<file path="config.mk">
export PLATFORM = sky130hd
export DESIGN_NAME = mux_scan_ctrl_flat
export DESIGN_NICKNAME = d
export VERILOG_FILES = /design/src/rtl/mux_scan_ctrl_if.sv /design/src/rtl/mux_scan_ctrl.sv /design/src/flat_wrapper.sv
export SDC_FILE = /design/constraint.sdc
export NUM_CORES = 1
export LEC_CHECK = 0
export ABC_AREA = 1
export CAP_MARGIN = 20
export CORE_UTILIZATION = 50
export DETAILED_ROUTE_END_ITERATION = 7
export PLACE_DENSITY = 0.73
export SYNTH_ARGS = -nofsm -noshare
export SYNTH_HDL_FRONTEND = slang
export SYNTH_SLANG_ARGS = --single-unit
</file>
<file path="constraint.sdc">
create_clock -name clk -period 2 [get_ports clk]
set_input_delay 0.2 -clock clk [delete_from_list [all_inputs] [get_ports clk]]
set_output_delay 0.2 -clock clk [all_outputs]
set_load 0.05 [all_outputs]
</file>
<file path="src/rtl/mux_scan_ctrl_if.sv">
// Sample bus from the scan controller to downstream logic.
//   sample_valid : one-cycle pulse, sample present
//   sample_bit   : captured mux output
//   sample_ch    : channel tag of the sample
//   frame_done   : pulses with the sample of the last enabled channel
//   frame_parity : XOR of the sample bits of the last completed frame
interface mux_scan_ctrl_if;
  logic       sample_valid;
  logic       sample_bit;
  logic [1:0] sample_ch;
  logic       frame_done;
  logic       frame_parity;

  modport master (
    output sample_valid, sample_bit, sample_ch, frame_done, frame_parity
  );

  modport slave (
    input sample_valid, sample_bit, sample_ch, frame_done, frame_parity
  );
endinterface

</file>
<file path="src/rtl/mux_scan_ctrl.sv">
// Round-robin channel sequencer for a 4:1 registered mux. Drives sel over the
// enabled channels, waits out the mux register latency plus a programmable
// dwell, then captures mux_out and presents it with its channel tag.
// Optional feature macro: MUX_SCAN_PARITY_EN (per-frame parity of samples).
// Ports:
//   clk, rst_n : clock, asynchronous active-low reset
//   start/stop : begin scanning (IDLE only) / end after current sample
//   mask       : channel enables, captured on accepted start
//   dwell      : extra settle cycles per channel, captured on accepted start
//   mux_out    : registered mux output
//   sel        : mux channel select (registered)
//   busy       : high whenever not IDLE
//   smp        : sample bus (master side)
module mux_scan_ctrl #(
  parameter int unsigned DWELL_W = 8
) (
  input  logic               clk,
  input  logic               rst_n,
  input  logic               start,
  input  logic               stop,
  input  logic [3:0]         mask,
  input  logic [DWELL_W-1:0] dwell,
  input  logic               mux_out,
  output logic [1:0]         sel,
  output logic               busy,
  mux_scan_ctrl_if.master    smp
);

  // One extra bit so dwell+1 never wraps at the maximum dwell.
  localparam int unsigned CNT_W = DWELL_W + 1;

  typedef enum logic [1:0] {
    IDLE   = 2'd0,
    SETTLE = 2'd1,
    SAMPLE = 2'd2
  } state_t;

  state_t             state;
  logic [3:0]         mask_q;
  logic [DWELL_W-1:0] dwell_q;
  logic [CNT_W-1:0]   cnt;
  logic               stop_q;
  logic               is_last_c;
  logic               stop_pend_c;

  // Lowest enabled channel in m.
  function automatic logic [1:0] lowest_ch(input logic [3:0] m);
    logic [1:0] r;
    r = 2'd0;
    for (int i = 3; i >= 0; i--) begin
      if (m[i]) r = 2'(i);
    end
    return r;
  endfunction

  // Highest enabled channel in m.
  function automatic logic [1:0] highest_ch(input logic [3:0] m);
    logic [1:0] r;
    r = 2'd0;
    for (int i = 0; i < 4; i++) begin
      if (m[i]) r = 2'(i);
    end
    return r;
  endfunction

  // Next enabled channel after cur, ascending with wrap; cur itself if alone.
  function automatic logic [1:0] next_ch(input logic [3:0] m, input logic [1:0] cur);
    logic [1:0] r;
    logic [1:0] c;
    r = cur;
    for (int i = 3; i >= 1; i--) begin
      c = cur + 2'(i);
      if (m[c]) r = c;
    end
    return r;
  endfunction

  assign is_last_c   = (sel == highest_ch(mask_q));
  assign stop_pend_c = stop_q | stop;

`ifdef MUX_SCAN_PARITY_EN
  logic par_acc;
`else
  assign smp.frame_parity = 1'b0;
`endif

  // Scan FSM with registered outputs.
  always_ff @(posedge clk or negedge rst_n) begin
    if (!rst_n) begin
      state            <= IDLE;
      mask_q           <= '0;
      dwell_q          <= '0;
      cnt              <= '0;
      stop_q           <= 1'b0;
      sel              <= 2'd0;
      busy             <= 1'b0;
      smp.sample_valid <= 1'b0;
      smp.sample_bit   <= 1'b0;
      smp.sample_ch    <= 2'd0;
      smp.frame_done   <= 1'b0;
`ifdef MUX_SCAN_PARITY_EN
      smp.frame_parity <= 1'b0;
      par_acc          <= 1'b0;
`endif
    end else begin
      smp.sample_valid <= 1'b0;
      smp.frame_done   <= 1'b0;
      case (state)
        IDLE: begin
          if (start && !stop && (mask != 4'd0)) begin
            mask_q  <= mask;
            dwell_q <= dwell;
            sel     <= lowest_ch(mask);
            cnt     <= CNT_W'(dwell) + CNT_W'(1);
            busy    <= 1'b1;
            stop_q  <= 1'b0;
            state   <= SETTLE;
`ifdef MUX_SCAN_PARITY_EN
            smp.frame_parity <= 1'b0;
            par_acc          <= 1'b0;
`endif
          end
        end
        SETTLE: begin
          if (stop) stop_q <= 1'b1;
          if (cnt == '0) state <= SAMPLE;
          else           cnt   <= cnt - CNT_W'(1);
        end
        SAMPLE: begin
          smp.sample_valid <= 1'b1;
          smp.sample_bit   <= mux_out;
          smp.sample_ch    <= sel;
          smp.frame_done   <= is_last_c;
`ifdef MUX_SCAN_PARITY_EN
          if (is_last_c) begin
            smp.frame_parity <= par_acc ^ mux_out;
            par_acc          <= 1'b0;
          end else begin
            par_acc <= par_acc ^ mux_out;
          end
`endif
          if (stop_pend_c) begin
            sel    <= 2'd0;
            busy   <= 1'b0;
            stop_q <= 1'b0;
            state  <= IDLE;
          end else begin
            sel   <= next_ch(mask_q, sel);
            cnt   <= CNT_W'(dwell_q) + CNT_W'(1);
            state <= SETTLE;
          end
        end
        default: state <= IDLE;
      endcase
    end
  end

endmodule

</file>
<file path="src/flat_wrapper.sv">
// flat-port wrapper written by rule: the top's interface ports become plain ports
module mux_scan_ctrl_flat 
#(
  parameter int unsigned DWELL_W = 8
)
  (clk, rst_n, start, stop, mask, dwell, mux_out, sel, busy, smp_sample_valid, smp_sample_bit, smp_sample_ch, smp_frame_done, smp_frame_parity);
  mux_scan_ctrl_if smp_i ();
  input  logic clk;
  input  logic rst_n;
  input  logic start;
  input  logic stop;
  input  logic [3:0] mask;
  input  logic [DWELL_W-1:0] dwell;
  input  logic mux_out;
  output logic [1:0] sel;
  output logic busy;
  output wire logic [$bits(smp_i.sample_valid)-1:0] smp_sample_valid;
  output wire logic [$bits(smp_i.sample_bit)-1:0] smp_sample_bit;
  output wire logic [$bits(smp_i.sample_ch)-1:0] smp_sample_ch;
  output wire logic [$bits(smp_i.frame_done)-1:0] smp_frame_done;
  output wire logic [$bits(smp_i.frame_parity)-1:0] smp_frame_parity;
  assign smp_sample_valid = smp_i.sample_valid;
  assign smp_sample_bit = smp_i.sample_bit;
  assign smp_sample_ch = smp_i.sample_ch;
  assign smp_frame_done = smp_i.frame_done;
  assign smp_frame_parity = smp_i.frame_parity;
  mux_scan_ctrl #(.DWELL_W(DWELL_W)) u_core (.clk(clk), .rst_n(rst_n), .start(start), .stop(stop), .mask(mask), .dwell(dwell), .mux_out(mux_out), .sel(sel), .busy(busy), .smp(smp_i));
endmodule
</file>
==> results.cfg, run 1 <==
[power_and_ir_drop]
peakVddDrop_uv = 520
clockPowerShare = 0.285
cellPowerDensity_mw_per_mm2 = 903
power.switching_w = 0.000761
comb_power_share = 0.320
design_power_total_w = 0.00217
switching_share = 0.351
p_seq_frac = 0.395
p_leak_nw = 1.20
intPower_w = 0.00141

[clock_tree]
clk_pin_slew_ns = 0.07
cts_resized = 0
cts_made_buffers = 5
h-tree-depth = 2
cts_root_buf = clkbuf_8
clock_path_buffers = 2
cts_tree = built
hold_buffers = 0
cts_setup_buffers = 0
insertion_delay_ns = 0.29
clkSinkCount = 32

[die]
start_util = 0.531
core_sq_mm = 0.00374
dieWidth_microns = 65.1
chipHeight_microns = 65.1
fp-row-count = 22
io_pins = 26
dieArea_sq_mm = 0.00423

[setup_path]
crit_chain = clkdlybuf4s50_1
rrSetupSlack_ns = 0.30
critPathLaunchType = flip-flop
end_kind = output port
worstSetupPathType = flip-flop to output port
crit_path_top_delay_cell = clkdlybuf4s50_1
cp_slowest_stage_delay_ns = 0.86
path_delay_family = buffers and inverters
cp.buffers_inverters = 1
critPathArrivalTime_ns = 1.65
cp_max_fo = 9
cp.required_ns = 1.80

[global_route]
grt.total_usage = 0.239
grt_pass1_vias = 1711
grt_pass1_wl_microns = 7680
antenna_found_initial = 0
grt_max_degree = 33
grt-ovfl-total = 0

[synthesis]
synthesis.yosys.warnings = 0
ys_seq_area_frac = 0.403
netlist_area_sq_mm = 0.00199
synth_area_leaders = dfrtp_1 (40%), nand2_1 (19%), nand3_1 (6.3%)
synth_fa_ha_area_frac = 0.0126
synthMuxAreaShare = 0
syn_nets = 314
synth_seq_cells = 32
synthDistinctLibCells = 29
synth_compound_area_frac = 0.130
synth.avg_cell_area_sq_um = 6.74
synth-xor-area-share = 0.00441
synthSimpleGateAreaFrac = 0.364
synth_top_family_by_area = simple AND/OR/NAND/NOR gates
synth_top_area_share = 0.403
synth_area_leader_cell = dfrtp_1
synth_cells = 295

[timing]
rsz0062_at_grt = false
setup_viol = 0
hold_viol = 0
finalWorstSetupSlack_ns = 0.146
finalSetupTns_ns = 0
skew_ns = 0.00690
hold_slack_ns = 0.310
period_needed_ns = 1.85
fmax_mhz = 539
fin_crit_sh = 0.927
drv_slew = 0

[final_layout]
multiInputGateArea_sq_mm = 0.00102
antennaDiodeCount = 0
register_area_sq_um = 801
finalNetCount = 344
finish.utilization = 0.642
area_growth_pct = 20.9
final_layout_size_suffix_gt1_frac = 0.104
layout_common_cells = nand2_1 (103), dfrtp_1 (32), inv_1 (28)
num-fill-cells = 380
final_common_cell = nand2_1

[routing]
vias_per_cell = 5.01
vias = 1873
drt_iter0_drc = 125
dr.pass1.iters = 4
drc = 0
postRouteAntennaNets = 0
routedWlPerCell_microns = 11.5
drt-total-wl_microns = 4290

[placed_design]
port_buffers = 24
pre_cts_ws_ns = 0.278
hpwl_microns = 3090
place_congestion = 0.817

[worst_hold_path]
hp-class = input port to async pin

[status]
outcome = finished clean

[job]
maxCapViolCount = 0
path summary, 6_finish.rpt:
kind / depth (start not counted) / endpoint / from
min in group clk: 3 / u_core.smp.sample_bit / mux_out
min: 2 / u_core.dwell_q[7] / rst_n
max in group asynchronous: 2 / u_core.smp.frame_done / rst_n
max reg2reg: 10 / u_core.cnt[5] / u_core.state[0]
max: 1 / sel[0] / u_core.sel[0]
min reg2reg: 2 / u_core.smp.sample_bit / u_core.smp.sample_bit
power groups by stage:
stage | Clock [W] | Sequential (W) | Combinational, W
finish | 0.000618 | 0.000857 | 0.000695
detailed placement | 0 | 0.000865 | 0.000686
global route | 0.000651 | 0.000872 | 0.000801
floorplan | 0 | 0.000861 | 0.000507
CTS | 0.000631 | 0.000855 | 0.000690
global placement | 0 | 0.000863 | 0.000679
synth_stat cells:
cell,instances
o21ai_1,12
o21bai_1,1
inv_1,28
nand3_2,1
nand3b_1,1
a21oi_2,1
a211oi_1,1
nand2_1,103
nand3_1,25
nor2_1,27
xnor2_1,1
a21oi_1,7
inv_2,3
clkbuf_1,3
ha_1,2
nor3_1,1
buf_4,2
o21ai_2,1
a31oi_1,1
buf_6,1
nand4_1,1
conb_1,1
nor2_2,5
dfrtp_1,32
o21ai_0,20
buf_2,3
nand2_2,8
o211ai_1,2
a221oi_1,1
stage by stage:
step | instances | instance area, sq um
4_1_cts | 374 | 2400
5_1_grt | 374 | 2400
6_report | 374 | 2400
3_5_place_dp | 366 | 2300
3_3_place_gp | 366 | 2300
2_1_floorplan | 295 | 1990
cells by family after synthesis:
family,after synthesis
AO/OA/AOI/OAI,47
XOR/XNOR,1
adder cells (fa/ha/maj),2
buffers and inverters,40
flip-flops,32
other,1
AND/OR/NAND/NOR,172
per-layer routing:
metal	part of all wire	up-vias	wire [microns]	track usage
met2	0.44	43	1900	0.365
met5	0	-	0	0
met4	0.014	0	61	0.0734
met3	0.048	8	204	0.0581
met1	0.49	825	2120	0.334
li1	-	997	-	-
sequential cells by signal, indices dropped and copies added (netlist names):
| name | count |
|---|---|
| u_core.mask_q | 4 |
| u_core.sel | 2 |
| u_core.smp.sample_valid | 1 |
| u_core.state | 2 |
| u_core.smp.frame_done | 1 |
| u_core.busy | 1 |
| u_core.dwell_q | 8 |
| u_core.stop_q | 1 |
| u_core.smp.sample_ch | 2 |
| u_core.cnt | 9 |
| u_core.smp.sample_bit | 1 |
area by class of cell:
| class | count | share of cell area |
|---|---|---|
| Inverter | 31 | 0.0484 |
| Sequential cell | 32 | 0.333 |
| Multi-Input combinational cell | 223 | 0.424 |
| Clock buffer | 6 | 0.0302 |
| Clock inverter | 2 | 0.0146 |
| Tap cell | 48 | 0.0250 |
| Timing Repair Buffer | 32 | 0.125 |
Power figures use the tool's default switching activity.
==> inputs of run 2 (changes only) <==
--- a/config.mk
+++ b/config.mk
@@ -9,7 +9,10 @@
 export CAP_MARGIN = 20
 export CORE_UTILIZATION = 50
 export DETAILED_ROUTE_END_ITERATION = 7
+export HOLD_SLACK_MARGIN = 0.12
+export MAX_ROUTING_LAYER = met4
 export PLACE_DENSITY = 0.73
+export SLEW_MARGIN = 30
 export SYNTH_ARGS = -nofsm -noshare
 export SYNTH_HDL_FRONTEND = slang
 export SYNTH_SLANG_ARGS = --single-unit
==> run 2 against run 1 <==
  * Worst setup slack improved by 0.00079 ns
  * Final cell count did not move
  * Routed wire length fell by 0.16%
  * Die area did not move
  * Combinational power barely moved
  * Largest cell class unchanged
  * Sequential cell count did not move
  * Sequential power barely moved
  * Maximum frequency barely moved
  * Critical path type unchanged
  * Non-clock buffer count did not move
  * Hold slack barely moved
  * Total power barely moved
==> results.cfg, run 2 (synthesized netlist as in run 1, its figures left out) <==
[status]
outcome = finished clean

[setup_path]
reg2reg_from = u_core.state[0]
crit_chain = clkdlybuf4s50_1
worstRegToRegCells = 10
crit_path_top_delay_cell = clkdlybuf4s50_1
cp.required_ns = 1.80
cp_max_fo = 9
critPathLaunchType = flip-flop
crit_path_start = u_core.sel[0]
rrSetupSlack_ns = 0.30
critPathArrivalTime_ns = 1.65
cp_slowest_stage_delay_ns = 0.86
path_delay_family = buffers and inverters
worstSetupPathType = flip-flop to output port
cp.buffers_inverters = 1
end_kind = output port
r2r_end = u_core.cnt[5]

[power_and_ir_drop]
p_leak_nw = 1.20
peakVddDrop_uv = 520
intPower_w = 0.00141
cellPowerDensity_mw_per_mm2 = 902
switching_share = 0.351
power.switching_w = 0.000760
p_seq_frac = 0.395
clockPowerShare = 0.284
comb_power_share = 0.321

[clock_tree]
cts_resized = 0
cts_setup_buffers = 0
h-tree-depth = 2
clock_path_buffers = 2
cts_root_buf = clkbuf_8
clk_pin_slew_ns = 0.07
cts_tree = built
hold_buffers = 0
insertion_delay_ns = 0.29
cts_made_buffers = 5
clkSinkCount = 32

[routing]
drt_iter0_drc = 123
drt-total-wl_microns = 4280
postRouteAntennaNets = 0
routedWlPerCell_microns = 11.4
vias = 1871
dr.pass1.iters = 4
drc = 0
vias_per_cell = 5.00

[global_route]
grt_pass1_wl_microns = 7670
grt-ovfl-total = 0
grt_pass1_vias = 1706
antenna_found_initial = 0
grt_max_degree = 33
grt.total_usage = 0.245

[timing]
fin_crit_sh = 0.927
rsz0062_at_grt = false
drv_slew = 0
period_needed_ns = 1.85
hold_viol = 0
skew_ns = 0.00588
fmax_mhz = 540
finalSetupTns_ns = 0
setup_viol = 0

[final_layout]
antennaDiodeCount = 0
largest_reg_flops = 9
final_common_cell = nand2_1
final_layout_size_suffix_gt1_frac = 0.104
layout_common_cells = nand2_1 (103), dfrtp_1 (32), inv_1 (28)
num-fill-cells = 380
area_growth_pct = 20.9
top_register = u_core.cnt
finalNonFillerCells = 374
largestRegisters = u_core.cnt (9), u_core.dwell_q (8), u_core.mask_q (4)
finalNetCount = 344

[die]
io_pins = 26
fp-row-count = 22
chipHeight_microns = 65.1
dieArea_sq_mm = 0.00423
start_util = 0.531
dieWidth_microns = 65.1
core_sq_mm = 0.00374

[placed_design]
hpwl_microns = 3090
place_inst = 366
place_congestion = 0.829
port_buffers = 24

[job]
maxCapViolCount = 0

[worst_hold_path]
hp-class = input port to async pin
## run 2: cell counts in the layout (fill, tap and decap cells not counted)
No cell type changed its count.
## run 2: how the worst max path moves through the flow
stage | cells past startpoint | end | slack [ns]
finish | 1 | sel[0] | 0.15
global route | 8 | u_core.cnt[7] | 0.07
CTS | 1 | sel[0] | 0.14
detailed placement | 11 | u_core.cnt[6] | 0.28
global placement | 10 | u_core.cnt[6] | 0.29
floorplan | 12 | u_core.cnt[6] | 0.36
## run 2: metal layers
metal	track usage	up-vias	wire length, microns
li1	-	997	-
met4	0.0897	0	64
met5	-	-	0
met2	0.365	46	1910
met1	0.334	820	2110
met3	0.0423	8	200
## run 2: cell type report
class                           instances  area [sq um]  area share
Clock buffer                            6          72.6      0.0302
Clock inverter                          2          35.0      0.0146
Inverter                               31           116      0.0484
Multi-Input combinational cell        223          1020       0.424
Sequential cell                        32           801       0.333
Tap cell                               48          60.1      0.0250
Timing Repair Buffer                   32           300       0.125
## run 2: per-stage QoR
| step | hold WS [ns] | total power (W) | util | setup slack [ns] | cell area, sq um |
|---|---|---|---|---|---|
| 3_5_place_dp | 0.465 | 0.00155 | 0.613 | 0.278 | 2300 |
| 5_1_grt | 0.361 | 0.00232 | 0.642 | 0.0672 | 2400 |
| 4_1_cts | 0.321 | 0.00218 | 0.642 | 0.144 | 2400 |
| 6_report | 0.310 | 0.00217 | 0.642 | 0.147 | 2400 |
| 2_1_floorplan | -0.0956 | 0.00137 | - | 0.361 | 1990 |
| 3_3_place_gp | 0.461 | 0.00154 | 0.613 | 0.286 | 2300 |
## run 2: power by group through the flow
stage	registers (W)	clock network, W	logic (W)
after detailed placement	0.000865	0	0.000686
after global routing	0.000872	0.000647	0.000801
after floorplan	0.000861	0	0.000507
after CTS	0.000855	0.000631	0.000690
after global placement	0.000863	0	0.000679
final	0.000857	0.000617	0.000695
==> inputs of run 3 (changes only) <==
--- a/config.mk
+++ b/config.mk
@@ -16,3 +16,4 @@
 export SYNTH_ARGS = -nofsm -noshare
 export SYNTH_HDL_FRONTEND = slang
 export SYNTH_SLANG_ARGS = --single-unit
+export TNS_END_PERCENT = 20
==> results of run 3 <==
Same layout as run 2: the final DEF is identical, and so are final timing and power.
==> edit (settings of run 3) <==
`DWELL_W` is set to 8 in 2 places; all go to 9.
--- a/src/rtl/mux_scan_ctrl.sv
+++ b/src/rtl/mux_scan_ctrl.sv
@@ -14,3 +14,3 @@
 module mux_scan_ctrl #(
-  parameter int unsigned DWELL_W = 8
+  parameter int unsigned DWELL_W = 9
 ) (
--- a/src/flat_wrapper.sv
+++ b/src/flat_wrapper.sv
@@ -3,3 +3,3 @@
 #(
-  parameter int unsigned DWELL_W = 8
+  parameter int unsigned DWELL_W = 9
 )
Ports: changed (resized dwell); port bits go from 26 to 27. The function was not compared with the original's and may differ.
==> edit against run 3 <==
Cell area rose by 7.9%; synthesized cell count increased by 7.8%; synthesized area grew 9.3%; maximum frequency rose by 2.9%; wire length up 13%; setup slack better by 0.052 ns; sequential cell count increased by 2; critical endpoint unchanged.
Power is not compared: it rests on default switching activity, and its combinational part moved more than twofold at a synthesized area within 25%.
==> edit: results (changes against run 3) <==
run_status:
  outcome: "finished, final reports clean"
clock_network:
  clock_path_buffers: 2  # unchanged
  clk_pin_slew_ns: 0.07  # about the same
  clock_latency_ns: 0.29  # about the same
  root_buffer: "clkbuf_8"
  cts_setup_buffers: 0  # unchanged
  cts_resized: 0  # unchanged
  cts_buffers: 5  # unchanged
  cts_max_level: 2  # unchanged
timing:
  clock_skew_ns: 0.00382  # -0.00207 ns
  fin_hold_ws_ns: 0.318  # +0.00817 ns
worst_setup_path:
  timing.rr.start: "u_core.state[0]"
  slowest_stage: "clkdlybuf4s50_1"
  worstReg2RegEnd: "u_core.cnt[8]"
  rrSetupSlack_ns: 0.27  # -0.03 ns
  cp_data_arrival_time_ns: 1.60  # -0.05 ns
  critical_path.max_fanout: 8  # -1
  worstRegToRegCells: 11  # +1
  critPathMaxStageDelay_ns: 0.84  # -0.02 ns
  crit_family: "buffers and inverters"
power_and_ir_drop:
  irDropWorstVdd_v: 0.000265
  leakage_uw: 0.00133
route:
  via_count: 2048  # +9.5%
  dr.pass1.iters: 4  # unchanged
  wl_met3_um: 177  # -12%
  drtIter0Drc: 100  # -19%
  drt_wl_total_um: 4830  # +13%
  via_per_inst: 5.08  # +1.6%
  met2_length_um: 2280  # +20%
  highest_layer: "met4"
  met1_length_um: 2320  # +10%
synthesis:
  synthTopCellsByCount: "129 x nand2_1, 34 x dfrtp_1, 33 x nor2_1"
  ys_seq_area_frac: 0.391  # -0.0113
  yosys_warnings: 0  # unchanged
  synthFlopType: "dfrtp_1"
  synth_area_leaders: "dfrtp_1 39%, nand2_1 22%, nor2_1 5.7%, nand3_1 5.5%, inv_1 3.8%"
  syn_avg_cell_area_um2: 6.83  # +1.4%
  netlist-cell-type-count: 34  # +17%
  async_reset_ff_frac: 1.00  # unchanged
  synth.net_count: 338  # +7.6%
final_layout:
  top_regs: "u_core.cnt: 10 flops, u_core.dwell_q: 9 flops, u_core.mask_q: 4 flops"
  nets: 372  # +8.1%
  antenna_cells: 0  # unchanged
  drive_gt1_frac: 0.116  # +0.0119
  fillers: 379  # -0.26%
global_route:
  antenna_found_initial: 0  # unchanged
  grt_pass1_wl_um: 8250  # +7.7%
  grt_pass1_vias: 1869  # +9.6%
  grt_max_degree: 35  # +6.1%
  grt_usage: 0.249  # +0.00413
place:
  hpwl_um: 3640  # +18%
  io_buffers: 25  # +4.2%
  dp.cells: 395  # +7.9%
  place_ws_ns: 0.155  # -0.124 ns
  gp_congestion: 0.852  # +2.9%
hold_path:
  hold_path_class: "in2async"
## edit: cell count changes after synthesis, sizes merged, moves of 2 or more
cell          run 3  this run
dfrtp            32        34
o21ai            33        21
nor2             32        40
nand2           111       137
inv              31        26
xnor2             1         5
## edit: how the worst max path moves through the flow
stage | startpoint | endpoint | slack [ns] | depth (start not counted)
after floorplan | u_core.sel[0] | u_core.sel[0] | 0.32 | 8
after global placement | stop | u_core.cnt[5] | 0.18 | 9
after detailed placement | stop | u_core.cnt[5] | 0.15 | 9
after CTS | u_core.sel[0] | sel[0] | 0.19 | 1
after global routing | u_core.state[0] | u_core.cnt[7] | 0.06 | 11
final | u_core.sel[0] | sel[0] | 0.20 | 1
## edit: power breakdown
part | switching [µW] | internal (µW) | leakage, µW
clock | 250 | 278 | 0.0000482
sequential | 4.01 | 689 | 0.000427
combinational | 78.7 | 57.6 | 0.000850
total | 333 | 1020 | 0.00133
## edit: area by class of cell
type | instances | area share
inverters | 26 | 0.0386
flip-flops and latches | 34 | 0.328
clock inverters | 1 | 0.00193
well taps | 50 | 0.0241
clock buffers | 7 | 0.0333
repair buffers | 35 | 0.125
multi-input cells | 250 | 0.449
## edit: stage by stage
step,power [µW],util,cell area [µm²]
2_1_floorplan,775,-,2170
3_3_place_gp,842,0.612,2500
3_5_place_dp,843,0.612,2500
4_1_cts,1370,0.635,2590
5_1_grt,1420,0.635,2590
6_report,1360,0.635,2590
## edit: layer usage
metal | GRT usage | vias up
met4 | 0.0911 | 0
met1 | 0.318 | 932
met5 | - | -
met2 | 0.396 | 44
li1 | - | 1068
met3 | 0.0383 | 4
## edit: cell families after synthesis
kind of cell,synth area share
adder cells (fa/ha/maj),0.0115
flip-flops,0.391
XOR/XNOR,0.0242
AND/OR/NAND/NOR,0.401
other,0.00173
AO/OA/AOI/OAI,0.0973
buffers and inverters,0.0731
